[src/rtl/pulse_sync_toggle_rx_mc_if.sv]
// Event port of the toggle-pulse receiver: valid/ready handshake tagged with a channel index.
interface pulse_sync_toggle_rx_mc_if #(
    parameter int CH_W = 2
) ();
    logic            evt_valid;
    logic            evt_ready;
    logic [CH_W-1:0] evt_ch;

    modport master (
        output evt_valid,
        output evt_ch,
        input  evt_ready
    );

    modport slave (
        input  evt_valid,
        input  evt_ch,
        output evt_ready
    );
endinterface

[src/rtl/pulse_sync_toggle_rx_mc.sv]
// Destination-side receiver for N toggle-encoded pulse channels, serialised onto one event port.
// Define PSTR_ROUND_ROBIN_EN for round-robin channel selection; otherwise lowest index wins.
module pulse_sync_toggle_rx_mc #(
    parameter int NUM_CH      = 4,
    parameter int SYNC_STAGES = 2,
    parameter int CNT_W       = 3,
    parameter int CH_W        = 2
) (
    input  logic                            clock_b,
    input  logic                            async_rst_n,
    input  logic [NUM_CH-1:0]               tgl_a,
    output logic [NUM_CH-1:0]               pls_b,
    pulse_sync_toggle_rx_mc_if.master       evt,
    output logic [NUM_CH-1:0]               ovf,
    input  logic [NUM_CH-1:0]               ovf_clr,
    output logic                            busy
);

    logic [NUM_CH-1:0] pend_nz;
    logic [NUM_CH-1:0] dec;
    logic              evt_valid_reg;
    logic [CH_W-1:0]   evt_ch_reg;
    logic [CH_W-1:0]   sel;
    logic              sel_found;
    logic              load;

    // The output register refills whenever it is empty or being accepted this cycle.
    assign load = !evt_valid_reg || evt.evt_ready;

    generate
        for (genvar gi = 0; gi < NUM_CH; gi++) begin : g_ch
            logic [SYNC_STAGES-1:0] sync_reg;
            logic                   d_reg;
            logic [CNT_W-1:0]       pend_reg;
            logic                   ovf_reg;
            logic                   inc;
            logic                   ovf_set;

            always_ff @(posedge clock_b or negedge async_rst_n) begin
                if (!async_rst_n) begin
                    sync_reg <= '0;
                    d_reg    <= 1'b0;
                end else begin
                    sync_reg <= {sync_reg[SYNC_STAGES-2:0], tgl_a[gi]};
                    d_reg    <= sync_reg[SYNC_STAGES-1];
                end
            end

            assign pls_b[gi] = sync_reg[SYNC_STAGES-1] ^ d_reg;
            assign inc       = pls_b[gi];
            assign dec[gi]   = load && sel_found && (sel == CH_W'(gi));
            // A pulse arriving on a full counter with no drain this cycle is lost.
            assign ovf_set   = inc && !dec[gi] && (pend_reg == '1);

            always_ff @(posedge clock_b or negedge async_rst_n) begin
                if (!async_rst_n) begin
                    pend_reg <= '0;
                    ovf_reg  <= 1'b0;
                end else begin
                    if (inc && !dec[gi] && !ovf_set) begin
                        pend_reg <= pend_reg + 1'b1;
                    end else if (dec[gi] && !inc) begin
                        pend_reg <= pend_reg - 1'b1;
                    end
                    if (ovf_set) begin
                        ovf_reg <= 1'b1;
                    end else if (ovf_clr[gi]) begin
                        ovf_reg <= 1'b0;
                    end
                end
            end

            assign pend_nz[gi] = |pend_reg;
            assign ovf[gi]     = ovf_reg;
        end
    endgenerate

`ifdef PSTR_ROUND_ROBIN_EN
    logic [CH_W-1:0] ptr_reg;

    // Search begins just after the most recently loaded channel and wraps.
    always_comb begin
        int idx;
        idx       = 0;
        sel       = '0;
        sel_found = 1'b0;
        for (int off = 1; off <= NUM_CH; off++) begin
            idx = int'(ptr_reg) + off;
            if (idx >= NUM_CH) begin
                idx = idx - NUM_CH;
            end
            if (!sel_found && pend_nz[idx]) begin
                sel_found = 1'b1;
                sel       = CH_W'(idx);
            end
        end
    end

    always_ff @(posedge clock_b or negedge async_rst_n) begin
        if (!async_rst_n) begin
            ptr_reg <= CH_W'(NUM_CH - 1);
        end else if (load && sel_found) begin
            ptr_reg <= sel;
        end
    end
`else
    always_comb begin
        sel       = '0;
        sel_found = 1'b0;
        for (int i = NUM_CH - 1; i >= 0; i--) begin
            if (pend_nz[i]) begin
                sel_found = 1'b1;
                sel       = CH_W'(i);
            end
        end
    end
`endif

    always_ff @(posedge clock_b or negedge async_rst_n) begin
        if (!async_rst_n) begin
            evt_valid_reg <= 1'b0;
            evt_ch_reg    <= '0;
        end else if (load) begin
            if (sel_found) begin
                evt_valid_reg <= 1'b1;
                evt_ch_reg    <= sel;
            end else begin
                evt_valid_reg <= 1'b0;
            end
        end
    end

    assign evt.evt_valid = evt_valid_reg;
    assign evt.evt_ch    = evt_ch_reg;
    assign busy          = evt_valid_reg | (|pend_nz);

endmodule

[src/flat_wrapper.sv]
// flat-port wrapper written by rule: the top's interface ports become plain ports
module pulse_sync_toggle_rx_mc_flat 
#(
    parameter int NUM_CH      = 4,
    parameter int SYNC_STAGES = 2,
    parameter int CNT_W       = 3,
    parameter int CH_W        = 2
)
  (clock_b, async_rst_n, tgl_a, pls_b, ovf, ovf_clr, busy, evt_evt_valid, evt_evt_ch, evt_evt_ready);
  pulse_sync_toggle_rx_mc_if #(.CH_W(CH_W)) evt_i ();
  input  logic clock_b;
  input  logic async_rst_n;
  input  logic [NUM_CH-1:0] tgl_a;
  output logic [NUM_CH-1:0] pls_b;
  output logic [NUM_CH-1:0] ovf;
  input  logic [NUM_CH-1:0] ovf_clr;
  output logic busy;
  output wire logic [$bits(evt_i.evt_valid)-1:0] evt_evt_valid;
  output wire logic [$bits(evt_i.evt_ch)-1:0] evt_evt_ch;
  input wire logic [$bits(evt_i.evt_ready)-1:0] evt_evt_ready;
  assign evt_evt_valid = evt_i.evt_valid;
  assign evt_evt_ch = evt_i.evt_ch;
  assign evt_i.evt_ready = evt_evt_ready;
  pulse_sync_toggle_rx_mc #(.NUM_CH(NUM_CH), .SYNC_STAGES(SYNC_STAGES), .CNT_W(CNT_W), .CH_W(CH_W)) u_core (.clock_b(clock_b), .async_rst_n(async_rst_n), .tgl_a(tgl_a), .pls_b(pls_b), .evt(evt_i), .ovf(ovf), .ovf_clr(ovf_clr), .busy(busy));
endmodule
[config.mk]
export PLATFORM = sky130hd
export DESIGN_NAME = pulse_sync_toggle_rx_mc_flat
export DESIGN_NICKNAME = d
export VERILOG_FILES = /design/src/rtl/pulse_sync_toggle_rx_mc_if.sv /design/src/rtl/pulse_sync_toggle_rx_mc.sv /design/src/flat_wrapper.sv
export SDC_FILE = /design/constraint.sdc
export NUM_CORES = 1
export LEC_CHECK = 0
export ABC_AREA = 0
export CAP_MARGIN = 20
export CORE_MARGIN = 10
export CORE_UTILIZATION = 49
export CTS_CLUSTER_DIAMETER = 120
export DETAILED_ROUTE_END_ITERATION = 10
export MAX_ROUTING_LAYER = met4
export PLACE_DENSITY_LB_ADDON = 0.3
export SYNTH_ARGS = -nofsm -noshare
export SYNTH_HDL_FRONTEND = slang
export SYNTH_SLANG_ARGS = --single-unit
[constraint.sdc]
create_clock -name clock_b -period 2.2 [get_ports clock_b]
set_input_delay 0.44 -clock clock_b [delete_from_list [all_inputs] [get_ports clock_b]]
set_output_delay 0.44 -clock clock_b [all_outputs]
set_load 0.05 [all_outputs]
=== Yosys cells after proc, flatten, opt, wreduce, memory -nomap -nowiden ===
Cells that the tools add are included.

* Register bits after elaboration: 31
* Output and inout port bits: 12
* Word-level logic and storage cells: 113

* Add/subtract/negate cells: 8
* Equality and inequality tests: 7
* Mux-type cells: 25
* Bitwise logic cells: 5
* Reductions and logical operators: 50

{| class="wikitable"
|+ Operator list
! cell !! number
|-
| 2-to-1 mux 3 bit || 8
|-
| logical AND 1 bit || 21
|-
| nonzero test 2 bit || 8
|-
| zero test 1 bit || 13
|-
| 2-to-1 mux 1 bit || 13
|-
| adder 3 x 1 -> 3 bit, second input constant || 4
|-
| equality test 3 bit, second input constant || 4
|-
| OR reduction 12 bit || 1
|-
| OR reduction 3 bit || 4
|-
| subtractor 3 x 1 -> 3 bit, second input constant || 4
|-
| 2-to-1 mux 2 bit || 4
|-
| equality test 2 bit, second input constant || 2
|-
| bitwise XOR 1 bit || 4
|-
| equality test 2 x 1 -> 1 bit, second input constant || 1
|-
| zero test 2 bit || 1
|-
| AND reduction 2 bit || 1
|-
| logical OR 1 bit || 1
|-
| OR 1 bit || 1
|}

=== Longest topological paths before layout ===
* Depth after elaboration: 13
* Gate-level depth with buffers: 10
* Depth with buffers taken out: 10

=== Worst setup path before layout ===
OpenSTA, ideal clock, no wires.

* Path kind: reg2reg
* Start: register u_core.evt_valid_reg, in the netlist u_core.evt.evt_valid
* End: register u_core.g_ch[0].pend_reg[1]
* Setup time: 0.126 ns
* Arrival: 2.329 ns
* Data required time: 2.074 ns
* Path slack: -0.255 ns
* Stages on the path, launching flop included: 9
* Path buffers: 1
* Path through: dfrtp_1 -> nand2b_1 -> clkbuf_1 -> a21oi_1 -> o21ai_0 -> fa_1 -> a21oi_1 -> o22ai_1 -> a221o_1

* Longest elaborated chain between the ends: 10

{| class="wikitable"
|+ RTL lines
! what !! RTL line !! source
|-
| start: declaration || pulse_sync_toggle_rx_mc.sv:21 || <nowiki>logic evt_valid_reg;</nowiki>
|-
| start signal: assignment || pulse_sync_toggle_rx_mc.sv:121 || <nowiki>evt_valid_reg <= 1'b0;</nowiki>
|-
| start signal: assignment || pulse_sync_toggle_rx_mc.sv:125 || <nowiki>evt_valid_reg <= 1'b1;</nowiki>
|-
| start signal: assignment || pulse_sync_toggle_rx_mc.sv:128 || <nowiki>evt_valid_reg <= 1'b0;</nowiki>
|-
| zero test 1 bit (*) || pulse_sync_toggle_rx_mc.sv:28 || <nowiki>assign load = !evt_valid_reg || evt.evt_ready;</nowiki>
|-
| logical OR 1 bit (*) || pulse_sync_toggle_rx_mc.sv:28 ||
|-
| logical AND 1 bit (*) (2 in a row) || pulse_sync_toggle_rx_mc.sv:51 || <nowiki>assign dec[gi] = load && sel_found && (sel == CH_W'(gi));</nowiki>
|-
| zero test 1 bit || pulse_sync_toggle_rx_mc.sv:53, pulse_sync_toggle_rx_mc.sv:60 ||
|-
| logical AND 1 bit || pulse_sync_toggle_rx_mc.sv:53, pulse_sync_toggle_rx_mc.sv:60 ||
|-
| logical AND 1 bit || pulse_sync_toggle_rx_mc.sv:53 || <nowiki>assign ovf_set = inc && !dec[gi] && (pend_reg == '1);</nowiki>
|-
| zero test 1 bit || pulse_sync_toggle_rx_mc.sv:60 || <nowiki>if (inc && !dec[gi] && !ovf_set) begin</nowiki>
|-
| logical AND 1 bit || pulse_sync_toggle_rx_mc.sv:60 ||
|-
| 2-to-1 mux 3 bit / nonzero test 2 bit (equally long branches) || -- ||
|-
| end signal: assignment || pulse_sync_toggle_rx_mc.sv:61 || <nowiki>pend_reg <= pend_reg + 1'b1;</nowiki>
|-
| end signal: assignment || pulse_sync_toggle_rx_mc.sv:63 || <nowiki>pend_reg <= pend_reg - 1'b1;</nowiki>
|-
| end: declaration || pulse_sync_toggle_rx_mc.sv:34 || <nowiki>logic [CNT_W-1:0] pend_reg;</nowiki>
|}

Every way passes the cells marked *; elsewhere a longest branch is shown, timed or not.
A chain may end at the register's enable or synchronous reset.

=== Worst setup path in the final report ===
* Start: input port evt_evt_ready
* End: register u_core.g_ch[0].pend_reg[1]

* Longest elaborated chain between the ends: 9

{| class="wikitable"
|+ RTL lines
! what !! RTL line !! source
|-
| start: declaration || flat_wrapper.sv:20 || <nowiki>input wire logic [$bits(evt_i.evt_ready)-1:0] evt_evt_ready;</nowiki>
|-
| logical OR 1 bit (*) || pulse_sync_toggle_rx_mc.sv:28 ||
|-
| logical AND 1 bit (*) (2 in a row) || pulse_sync_toggle_rx_mc.sv:51 ||
|-
| zero test 1 bit || pulse_sync_toggle_rx_mc.sv:53, pulse_sync_toggle_rx_mc.sv:60 ||
|-
| logical AND 1 bit || pulse_sync_toggle_rx_mc.sv:53, pulse_sync_toggle_rx_mc.sv:60 ||
|-
| logical AND 1 bit || pulse_sync_toggle_rx_mc.sv:53 ||
|-
| zero test 1 bit || pulse_sync_toggle_rx_mc.sv:60 ||
|-
| logical AND 1 bit || pulse_sync_toggle_rx_mc.sv:60 ||
|-
| 2-to-1 mux 3 bit / nonzero test 2 bit (equally long branches) || -- ||
|}

Marked as above.

==> impl_metrics.toml <==
[flow_run]
timing.max_cap.violations = 0

[detailed_routing]
vias_per_cell = 5.56
drt-total-wl_mm = 4.14
ant_nets = 0
wl_per_cell_um = 15.8
vias = 1457
drtPass1Iterations = 4
drc_errors = 0
drtIter0Drc = 113

[clock_network]
clockBufferDepth = 2
clk_latency_ns = 0.35
cts_tree = "done"
cts_root_buf = "clkbuf_4"
cts_hold_buf = 0
numCtsBuffers = 5
cts.htree.levels = 2
cts_num_sinks = 31
clkTransAtPathRegs_ns = 0.11

[layout]
drive_above_1_share = 0.356
largest_reg_flops = 12
diodes = 0
postLayoutCoreUtil = 0.702
fill_cells = 267
final_nets = 230
final_cell_count_no_fill = 262
area_delta_synth_final_pct = 37.4

[logic_synthesis]
yosysMostFrequentCell = "dfrtp_1"
ys_seq_elements = 31
yosysTopAreaCell = "dfrtp_1"
ys_async_sr_fraction = 1.00
synth_cells = 172
synth_edf_count = 0
ys.flop_type = "dfrtp_1"
avgSynthCellArea_um2 = 9.91
synthTopCellsByCount = "31 x dfrtp_1, 16 x nand2_1, 12 x nor2_1"
ys_seq_area_frac = 0.455
ys_types = 44
netlist.area_leader.share = 0.455
synth_area_um2 = 1700
synth_area_leaders = "dfrtp_1 46%, fa_1 4.7%, buf_4 3.5%"
syn-num-nets = 187
synth_warnings = 0

[setup_path]
slowest_stage = "fa_1"
crit_chain = "clkdlybuf4s50_1 > nand2b_4 > buf_4 > a21oi_4 > o21ai_2 > fa_1 > a21oi_1 > o22ai_1 > a221o_1"
end_kind = "flip-flop"
cp.required_ns = 2.43
critPathTopFamily = "compound AO/OA/AOI/OAI gates"
max_stage_delay_ns = 0.53
worst_ep_arrival_time_ns = 2.45
cp_num_buf_inv = 2
critPathKind = "input pin to flip-flop"
critPathLaunchType = "input pin"
cp_max_fo = 4

[power]
p_sw_mw = 1.22
leakage_nw = 0.966
pwr-share-clk = 0.138
total_power_mw = 2.85
p_int_mw = 1.63
irDropWorstVdd_mv = 0.851
p_seq_frac = 0.335
power_density_nw_per_um2 = 1220
switching_share = 0.428
comb_power_share = 0.527

[global_routing]
grtUsageMet3 = 0.0439
grt_util_met2 = 0.217
grt_pass1_wl_mm = 6.86
grt_pass1_vias = 1487
overflow = 0
grtUsageTotal = 0.138
grt_max_degree = 32
antenna_found_initial = 0
top_usage_layer = "met2"
global_route.usage.met1 = 0.164

[placed_design]
dp.cells = 248
io_buffers = 22
gp_congestion = 0.905
dp_hpwl_mm = 2.87

[sta]
drv_slew = 0
min_period_over_period = 1.01
max_slew.worst_pin.slew_ns = 0.502
setup_tns_ns = -0.0180
setup_violations = 1
rsz0062_at_grt = "yes"
skew_ns = 0.0147
fmax_ghz = 0.451
period_needed_ns = 2.22
relSlewSlack = 0.664
final-hold-violation-count = 0
worst_slack_ns = -0.0180

[hold_path]
hp-class = "flip-flop to flip-flop"

[run_status]
violations = "setup timing"
status = "complete, but fails checks"

[die]
num_rows = 21
core_um2 = 3340
die_w_um = 79.0
initial_core_util = 0.511
die_area_um2 = 6240
die_y_um = 79.0
num_io_pins = 23
==> routing by layer <==
layer  routed length (µm)  vias to the layer above
met5                    0                        -
met4                   63                        0
met3                  201                        7
met2                 2080                       44
met1                 1800                      710
li1                     -                      696
==> layout make-up <==
cell class | count | area (µm²) | share of cell area
flip-flops and latches | 31 | 782 | 0.334
well taps | 46 | 57.6 | 0.0246
clock buffers | 7 | 65.1 | 0.0278
repair buffers | 53 | 489 | 0.209
clock inverters | 1 | 7.51 | 0.00321
multi-input cells | 116 | 911 | 0.389
inverters | 8 | 30.0 | 0.0128
==> cells in the final DEF (no fill, tap or decap), types with 3 or more instances in the layout <==
master / netlist / routed
fa_2: 0 / 3
o21ai_0: 9 / 7
o22ai_1: 5 / 5
nand3_1: 8 / 6
nor3_4: 2 / 3
xor2_1: 3 / 3
dfrtp_2: 0 / 5
inv_1: 8 / 8
nand2_1: 16 / 14
xnor2_1: 6 / 6
clkdlybuf4s50_1: 0 / 17
buf_12: 0 / 3
a21oi_1: 10 / 8
nor2_1: 12 / 11
nor3_2: 1 / 3
buf_4: 8 / 31
dfrtp_1: 31 / 26
o32ai_1: 3 / 3
clkbuf_4: 0 / 5
==> stage by stage <==
step / hold WS (ns) / setup WS [ns] / instance area, µm²
2_1_floorplan: 0.144 / -0.000459 / 1720
3_3_place_gp: 0.333 / -0.335 / 2110
3_5_place_dp: 0.335 / -0.421 / 2110
4_1_cts: 0.353 / -0.00536 / 2230
5_1_grt: 0.360 / -0.114 / 2340
6_report: 0.339 / -0.0180 / 2340
==> timing repair <==
| action | in CTS | in global routing |
|---|---|---|
| buffers inserted | 3 | 3 |
| setup endpoints to repair | 4 | 7 |
| resized for setup | 9 | 22 |
| pin swaps | 4 | 5 |
==> cells by family after synthesis <==
logic type               count (synthesis)  synth area share
AND/OR/NAND/NOR                         53             0.166
AO/OA/AOI/OAI                           49             0.206
flip-flops                              31             0.455
buffers and inverters                   25            0.0734
XOR/XNOR                                 9            0.0463
adder cells (fa/ha/maj)                  4            0.0470
multiplexers                             1           0.00661
==> worst register-to-register path: cells and delay by family (launching register included) <==
kind | cells | cell delay, ns
compound gates | 5 | 0.77
fa+ha+maj | 1 | 0.53
flops | 1 | 0.45
simple gates | 1 | 0.35
==> path summary, 6_finish.rpt <==
check	startpoint	endpoint	slack (ns)	cells after the start
setup / recovery	evt_evt_ready	u_core.g_ch[0].pend_reg[1]	-0.02	9
hold / removal	u_core.g_ch[0].sync_reg[0]	u_core.g_ch[0].sync_reg[1]	0.34	0
setup reg to reg	u_core.g_ch[0].pend_reg[0]	u_core.g_ch[0].pend_reg[1]	0	7
hold reg to reg	u_core.g_ch[0].sync_reg[0]	u_core.g_ch[0].sync_reg[1]	0.34	0
max in group asynchronous	async_rst_n	u_core.g_ch[3].pend_reg[0]	1.40	2
min in group asynchronous	async_rst_n	u_core.g_ch[3].ovf_reg	0.47	2
==> power by group through the flow <==
stage / combinational [mW] / clock, mW / sequential, mW
5_1_grt: 1.63 / 0.436 / 0.984
4_1_cts: 1.35 / 0.399 / 0.935
6_report: 1.50 / 0.394 / 0.953
3_3_place_gp: 1.25 / 0 / 0.921
3_5_place_dp: 1.32 / 0 / 0.936
2_1_floorplan: 0.947 / 0 / 0.898
Power figures use the tool's default switching activity.
